`src/rtl/audio_pkg.sv`:
```
// Shared audio datapath types and constants used by the volume scaler and its
// multiplier.
package audio_pkg;

  localparam int WAVE_W = 8;
  localparam int VOL_W  = 8;
  localparam int PROD_W = WAVE_W + VOL_W + 1;

  typedef logic signed [WAVE_W-1:0] sample_t;
  typedef logic        [VOL_W-1:0]  vol_t;

  // Offset that turns a signed sample into an offset-binary PWM duty value.
  localparam logic [WAVE_W-1:0] PWM_OFFSET = {1'b1, {(WAVE_W-1){1'b0}}};

  // Adding half-scale modulo 2**WAVE_W only flips the MSB.
  function automatic logic [WAVE_W-1:0] to_pwm(input sample_t s);
    return s ^ PWM_OFFSET;
  endfunction

endpackage

```
`src/rtl/volume_scaler_su_mult.sv`:
```
// Combinational signed-by-unsigned multiplier; kept separate so a DSP
// primitive or shift-add version can be dropped in.
module su_mult
  import audio_pkg::*;
(
  input  sample_t                  a,
  input  vol_t                     b,
  output logic signed [PROD_W-1:0] p
);

  // Zero-extending b keeps it non-negative in the signed product.
  assign p = PROD_W'(a) * $signed({1'b0, b});

endmodule

```
`src/rtl/volume_scaler.sv`:
```
// Scales a signed wave sample by an unsigned volume captured on the sample
// strobe; two-stage pipeline with signed and offset-binary outputs.
module volume_scaler
  import audio_pkg::*;
(
  input  logic              clk,
  input  logic              reset,
  input  logic              en,
  input  sample_t           wave,
  input  vol_t              volume,
  output sample_t           amplitude,
  output logic [WAVE_W-1:0] amp_pwm,
  output logic              valid
);

  sample_t                  wave_q;
  vol_t                     cur_vol;
  logic                     v1;
  logic signed [PROD_W-1:0] prod;
  sample_t                  scaled;

  su_mult u_mult (
    .a (wave_q),
    .b (cur_vol),
    .p (prod)
  );

  // Arithmetic shift floors toward -inf; the result always fits WAVE_W bits.
  assign scaled = sample_t'(prod >>> VOL_W);

  always_ff @(posedge clk) begin
    if (reset) begin
      wave_q    <= '0;
      cur_vol   <= '0;
      v1        <= 1'b0;
      amplitude <= '0;
      amp_pwm   <= PWM_OFFSET;
      valid     <= 1'b0;
    end else begin
      if (en) begin
        wave_q  <= wave;
        cur_vol <= volume;
      end
      v1    <= en;
      valid <= v1;
      if (v1) begin
        amplitude <= scaled;
        amp_pwm   <= to_pwm(scaled);
      end
    end
  end

endmodule

```
`config.mk`:
```
export PLATFORM = sky130hd
export DESIGN_NAME = volume_scaler
export DESIGN_NICKNAME = d
export VERILOG_FILES = /design/src/rtl/audio_pkg.sv /design/src/rtl/volume_scaler_su_mult.sv /design/src/rtl/volume_scaler.sv
export SDC_FILE = /design/constraint.sdc
export NUM_CORES = 1
export LEC_CHECK = 0
export CAP_MARGIN = 20
export CORE_MARGIN = 2
export CORE_UTILIZATION = 27
export DETAILED_ROUTE_END_ITERATION = 10
export PLACE_DENSITY_LB_ADDON = 0.1
export SLEW_MARGIN = 30
export SYNTH_ARGS = -nofsm -noshare
export SYNTH_HDL_FRONTEND = slang
export SYNTH_SLANG_ARGS = --single-unit
```
`constraint.sdc`:
```
create_clock -name clk -period 11.8 [get_ports clk]
set_clock_uncertainty 0.1 [all_clocks]
set_input_delay 2.36 -clock clk [delete_from_list [all_inputs] [get_ports clk]]
set_output_delay 2.36 -clock clk [all_outputs]
set_load 0.1 [all_outputs]
```
==> run_results.csv, run 1 <==
group,metric,value,unit
global_routing,grt_pass1_vias,2206,
setup_path,critPathMaxStageDelay,0.55,ns
place,dp.cells,478,
clock_network,postCtsSetupBuffers,0,
drt,drt-total-wl,6800,um
final_layout,syn2layout_area_growth,17.0,%
timing,tightestPinTransition,0.967,ns
logic_synthesis,synth_mux_area_share,6.11,%
global_routing,gr-total-overflow,0,
timing,fin_crit,4.88,ns
global_routing,grt_max_degree,28,
worst_hold_path,hp-class,"reg2reg",
logic_synthesis,syn-cell-area,2950,um2
setup_path,cp-end-kind,"flop",
timing,clock.fmax,205,MHz
logic_synthesis,synth.yosys.seq_area_share,18.3,%
timing,setup_ws,6.92,ns
drt,routedWlPerCell,14.1,um
global_routing,grtUsageTotal,12.4,%
floorplanning,start_util,27.5,%
clock_network,clk_latency,0.29,ns
final_layout,finalNonFillerCells,482,
drt,vias_per_cell,4.42,
logic_synthesis,syn_nets,407,
logic_synthesis,yosys_register_bits,27,
final_layout,drive_gt1_share,2.92,%
setup_path,crit_top_cell,"fa_1",
place,io_buffer_count,35,
clock_network,clk_pin_slew,0.12,ns
logic_synthesis,synth_top_family_by_area,"adder cells",
setup_path,critPathSlowestCell,"fa_1",
global_routing,antenna_found_initial,0,
timing,slew_violations,0,
timing,finalHoldViolCount,0,
timing,finalCritPeriodShare,41.4,%
setup_path,cp_max_fo,9,
final_layout,fin_nets,435,
place,dp_slack,6.93,ns
clock_network,cts_tree,"built",
logic_synthesis,yosysUniqueCellTypes,38,
floorplanning,dieArea,11800,um2
setup_path,worstPathArrival,4.96,ns
drt,first_iter_violations,41,
status,outcome,"complete, no violations",
setup_path,start_kind,"flop",
drt,vias,2131,
floorplanning,placementRows,38,
clock_network,cts.sinks,27,
flow_run,drv_cap,0,
drt,drcViolationCount,0,
clock_network,cts_inserted_buffers,3,
place,gp_congestion,0.777,
floorplanning,fp.dieH,109,um
logic_synthesis,synth_top_area_share,23.7,%
power,p_per_area,71.0,nW/um2
logic_synthesis,synth-simple-area-share,19.3,%
floorplanning,die_x,109,um
place,dp_hpwl,5530,um
floorplanning,core,10700,um2
final_layout,n_antenna_cell,0,
logic_synthesis,ys_warn_count,0,
timing,rsz0062_at_grt,"false",
final_layout,fin_util,32.1,%
drt,first_pass_iters,4,
timing,finalSetupTns,0,ns
setup_path,crit_buf_inv,3,
final_layout,mostFrequentLayoutCell,"inv_1",
setup_path,path_cells,"nand2_1, fa_1, fa_1, inv_1, fa_1, inv_1, fa_1, inv_1, ha_1, and4b_1, a221oi_2, or3_4, a21oi_2, or3_1, a32o_1",
clock_network,post_cts_resized,0,
final_layout,layout_common_cells,"inv_1 (46), ha_1 (38), and2_1 (37)",
logic_synthesis,synthXorXnorAreaFrac,1.78,%
logic_synthesis,synth.area.top_cells,"fa_1 (24%), dfxtp_1 (18%), ha_1 (16%)",
power,ir_worst_vdd,0.0000277,V
logic_synthesis,syn_inst,315,
clock_network,root_buffer,"clkbuf_8",
drt,ant_nets,0,
timing,slew_headroom,35.3,%
setup_path,path_delay_family,"adder cells",
power,leakagePower,1.73,nW
final_layout,stdcell_area,3450,um2
timing,finalSetupViolCount,0,
logic_synthesis,synth_top_area_cell,"fa_1",
logic_synthesis,synth_fa_ha_area_share,39.9,%
place,dpl-instance-area,3400,um2
logic_synthesis,avgSynthCellArea,9.37,um2
power,p_total,0.245,mW
global_routing,grt_pass1_wl,11300,um
timing,fin_hold_ws,0.379,ns
setup_path,crit_type,"reg2reg",
setup_path,required,11.88,ns
clock_network,htreeDepth,1,
clock_network,postCtsHoldBufs,0,
clock_network,clk_path_buf_depth,2,
logic_synthesis,synth-compound-area-share,6.19,%
floorplanning,io_pins,36,
==> synthesized netlist by cell type, drive strengths merged <==
cell	number
and2	37
a32o	3
nand2b	4
nand3	1
nor2	28
buf	9
nand3b	2
a221oi	1
a21oi	6
nor3	2
nor2b	2
mux2i	18
nand2	22
a41oi	1
ha	38
a31oi	2
clkbuf	4
o21ai	2
or3	4
nor4b	1
and4b	1
o21bai	1
nor3b	2
a211o	1
a21o	4
inv	46
a211oi	1
a21boi	1
xnor2	4
fa	35
and3	3
xor2	2
dfxtp	27
==> path summary, 6_finish.rpt <==
| kind | start | cells past startpoint | to | slack [ns] |
|---|---|---|---|---|
| setup / recovery | wave_q[6]$_SDFFE_PP0P_ | 15 | amplitude[6]$_SDFFE_PP0P_ | 6.92 |
| setup reg to reg | wave_q[6]$_SDFFE_PP0P_ | 15 | amplitude[6]$_SDFFE_PP0P_ | 6.92 |
| hold reg to reg | amplitude[7]$_SDFFE_PP0P_ | 1 | amplitude[7]$_SDFFE_PP0P_ | 0.38 |
| hold / removal | amplitude[7]$_SDFFE_PP0P_ | 1 | amplitude[7]$_SDFFE_PP0P_ | 0.38 |
==> metal layers <==
metal	wire length (um)	up-vias	part of all wire, %	global-route usage [%]
met2	3410	20	50	21.9
met1	3200	1054	47	16.5
met4	56	0	0.82	2.75
met3	131	2	1.9	1.02
met5	0	-	0	0
li1	-	1055	-	-
==> area by class of cell <==
cell class                      count  area (um2)
Timing Repair Buffer               36         353
Clock inverter                      1        7.51
Tap cell                          140         175
Multi-Input combinational cell    229        2160
Clock buffer                        3        41.3
Fill cell                        1186        7290
Sequential cell                    27         541
Inverter                           46         173
==> state kept, by name (all words and copies together) (netlist names) <==
signal and flops:
amp_pwm 1, valid 1, cur_vol 8, amplitude 8, v1 1, wave_q 8
==> power by group <==
| part | leakage, nW | internal [mW] | switching (mW) |
|---|---|---|---|
| clock network | 0.0217 | 0.0241 | 0.0342 |
| logic | 1.49 | 0.0317 | 0.0502 |
| registers | 0.222 | 0.0959 | 0.00879 |
| total | 1.73 | 0.152 | 0.0931 |
==> cell families (layout without fill, tap and decap cells) <==
| kind of cell | count (synthesis) | count (layout) |
|---|---|---|
| buffers and inverters | 59 | 86 |
| flip-flops | 27 | 27 |
| AO/OA/AOI/OAI | 23 | 23 |
| adder cells (fa/ha/maj) | 73 | 73 |
| XOR/XNOR | 6 | 6 |
| AND/OR/NAND/NOR | 109 | 109 |
| multiplexers | 18 | 18 |
No activity file was read; power rests on OpenSTA's default activity.
==> inputs of run 2 (changes only) <==
==> constraint.sdc (replaced) <==
create_clock -name clk -period 4.69 [get_ports clk]
set_clock_uncertainty 0.1 [all_clocks]
set_input_delay 0.938 -clock clk [delete_from_list [all_inputs] [get_ports clk]]
set_output_delay 0.938 -clock clk [all_outputs]
set_load 0.1 [all_outputs]
==> run 2 against run 1 <==
Effect of this change:
- utilization is 1.6 points higher
- largest power group unchanged
- fmax is 8.5% higher
- sequential cell count stayed put
- largest cell class unchanged
- register-to-register slack worse by 6.7 ns
==> run_results.csv, run 2 (same netlist as run 1, synthesis figures left out) <==
group,metric,value,unit
power,leakagePower,1.83,nW
timing,clock.fmax,222,MHz
clock_network,clk_latency,0.28,ns
global_routing,grt_pass1_wl,11600,um
drt,vias,2194,
drt,first_iter_violations,60,
power,p_clk_share,22.5,%
worst_hold_path,hp-start,"amplitude[7]$_SDFFE_PP0P_",
place,dp_slack,0.0907,ns
clock_network,clk_pin_slew,0.11,ns
final_layout,drive_gt1_share,10.5,%
setup_path,cp-startpoint,"cur_vol[0]$_SDFFE_PP0P_",
final_layout,mostFrequentLayoutCell,"inv_1",
drt,drt-total-wl,6890,um
worst_hold_path,hp-class,"reg2reg",
place,gp_congestion,0.856,
timing,tightestPinTransition,0.969,ns
power,ir_worst_vdd,0.0000811,V
drt,first_pass_iters,4,
status,outcome,"complete, no violations",
final_layout,syn2layout_area_growth,22.8,%
timing,finalSetupTns,0,ns
timing,fin_crit,4.50,ns
drt,routedWlPerCell,13.8,um
timing,slew_headroom,35.2,%
power,p_int,0.394,mW
power,swShare,37.5,%
final_layout,n_antenna_cell,0,
floorplanning,core,10700,um2
drt,drcViolationCount,0,
place,dp_hpwl,5720,um
final_layout,reg_top3,"amplitude: 8 flops, cur_vol: 8 flops, wave_q: 8 flops",
global_routing,grtUsageTotal,12.8,%
power,p_sw,0.237,mW
floorplanning,die_x,109,um
setup_path,cp-end-kind,"flop",
setup_path,start_kind,"flop",
timing,finalSetupViolCount,0,
final_layout,fin_nets,454,
setup_path,cp_max_fo,4,
setup_path,worstPathArrival,4.58,ns
global_routing,antenna_found_initial,0,
clock_network,root_buffer,"clkbuf_8",
global_routing,grt_max_degree,28,
clock_network,cts_inserted_buffers,3,
floorplanning,fp.dieH,109,um
power,p_seq_share,39.7,%
timing,finalCritPeriodShare,95.9,%
setup_path,r2r-start,"cur_vol[0]$_SDFFE_PP0P_",
power,p_per_area,174,nW/um2
final_layout,fillCellCount,1138,
clock_network,htreeDepth,1,
floorplanning,io_pins,36,
flow_run,drv_cap,0,
clock_network,clk_path_buf_depth,2,
floorplanning,start_util,27.5,%
setup_path,required,4.77,ns
timing,slew_violations,0,
timing,finalHoldViolCount,0,
timing,rsz0062_at_grt,"false",
setup_path,crit_type,"reg2reg",
floorplanning,placementRows,38,
final_layout,layout_common_cells,"inv_1 (46), and2_1 (37), ha_1 (37)",
clock_network,cts.sinks,27,
timing,setup_ws,0.191,ns
drt,vias_per_cell,4.38,
floorplanning,dieArea,11800,um2
drt,ant_nets,0,
clock_network,cts_tree,"built",
global_routing,grt_pass1_vias,2308,
power,combPwrFrac,37.8,%
place,io_buffer_count,35,
global_routing,gr-total-overflow,0,
[run 2: cell types whose count changed in the layout (fill, tap and decap cells not counted), sizes merged]
cell,before,now
buf,2,21
[run 2: through the flow]
stage / area, um2 / std cells / utilization [%] / power, mW / hold slack (ns)
after global placement: 3540 / 496 / 33.0 / 0.497 / 0.356
after global routing: 3620 / 501 / 33.7 / 0.677 / 0.398
after CTS: 3590 / 500 / 33.4 / 0.642 / 0.380
final: 3620 / 501 / 33.7 / 0.631 / 0.373
after detailed placement: 3540 / 496 / 32.9 / 0.494 / 0.355
after floorplan: 2950 / 315 / - / 0.419 / 0.398
[run 2: power groups by stage]
stage	sequential, mW	clock, mW	combinational [mW]
after CTS	0.250	0.150	0.241
after global placement	0.255	0	0.242
after floorplan	0.283	0	0.135
after detailed placement	0.255	0	0.239
final	0.250	0.142	0.239
after global routing	0.252	0.158	0.267
[run 2: final timing paths]
kind	slack [ns]	end	cells past startpoint
hold / removal	0.37	amplitude[7]$_SDFFE_PP0P_	1
setup / recovery	0.19	amplitude[6]$_SDFFE_PP0P_	15
setup reg to reg	0.19	amplitude[6]$_SDFFE_PP0P_	15
hold reg to reg	0.37	amplitude[7]$_SDFFE_PP0P_	1
[run 2: repair_timing]
action                                  4_1_cts  5_1_grt
endpoints found under the setup margin        0        4
resized for setup                             0        9
setup buffers                                 0        1
hold buffers                                  0        0
[run 2: layout make-up]
cell class              instances  area [um2]  share of cell area (%)
well taps                     140         175                    4.83
multi-input cells             229        2190                    60.3
clock buffers                   3        41.3                    1.14
inverters                      46         173                    4.77
repair buffers                 55         495                    13.7
flip-flops and latches         27         546                    15.1
clock inverters                 1        7.51                   0.207
[run 2: critical path: stages, from the launching register on]
cell	delay (ns)
dfxtp_1	0.33
nand2b_1	0.15
fa_1	0.46
fa_1	0.54
inv_1	0.05
fa_1	0.53
inv_1	0.06
fa_1	0.53
inv_1	0.06
ha_4	0.24
and4b_1	0.19
a221oi_2	0.31
or3_4	0.21
a21oi_2	0.06
or3_1	0.34
a32o_1	0.24
[run 2: routing by layer]
layer | vias to the layer above | part of all wire (%) | track usage (%)
met1 | 1068 | 50 | 18.7
met4 | 0 | 1.0 | 3.02
met5 | - | 0 | 0
li1 | 1091 | - | -
met3 | 4 | 2.7 | 1.39
met2 | 31 | 46 | 20.2
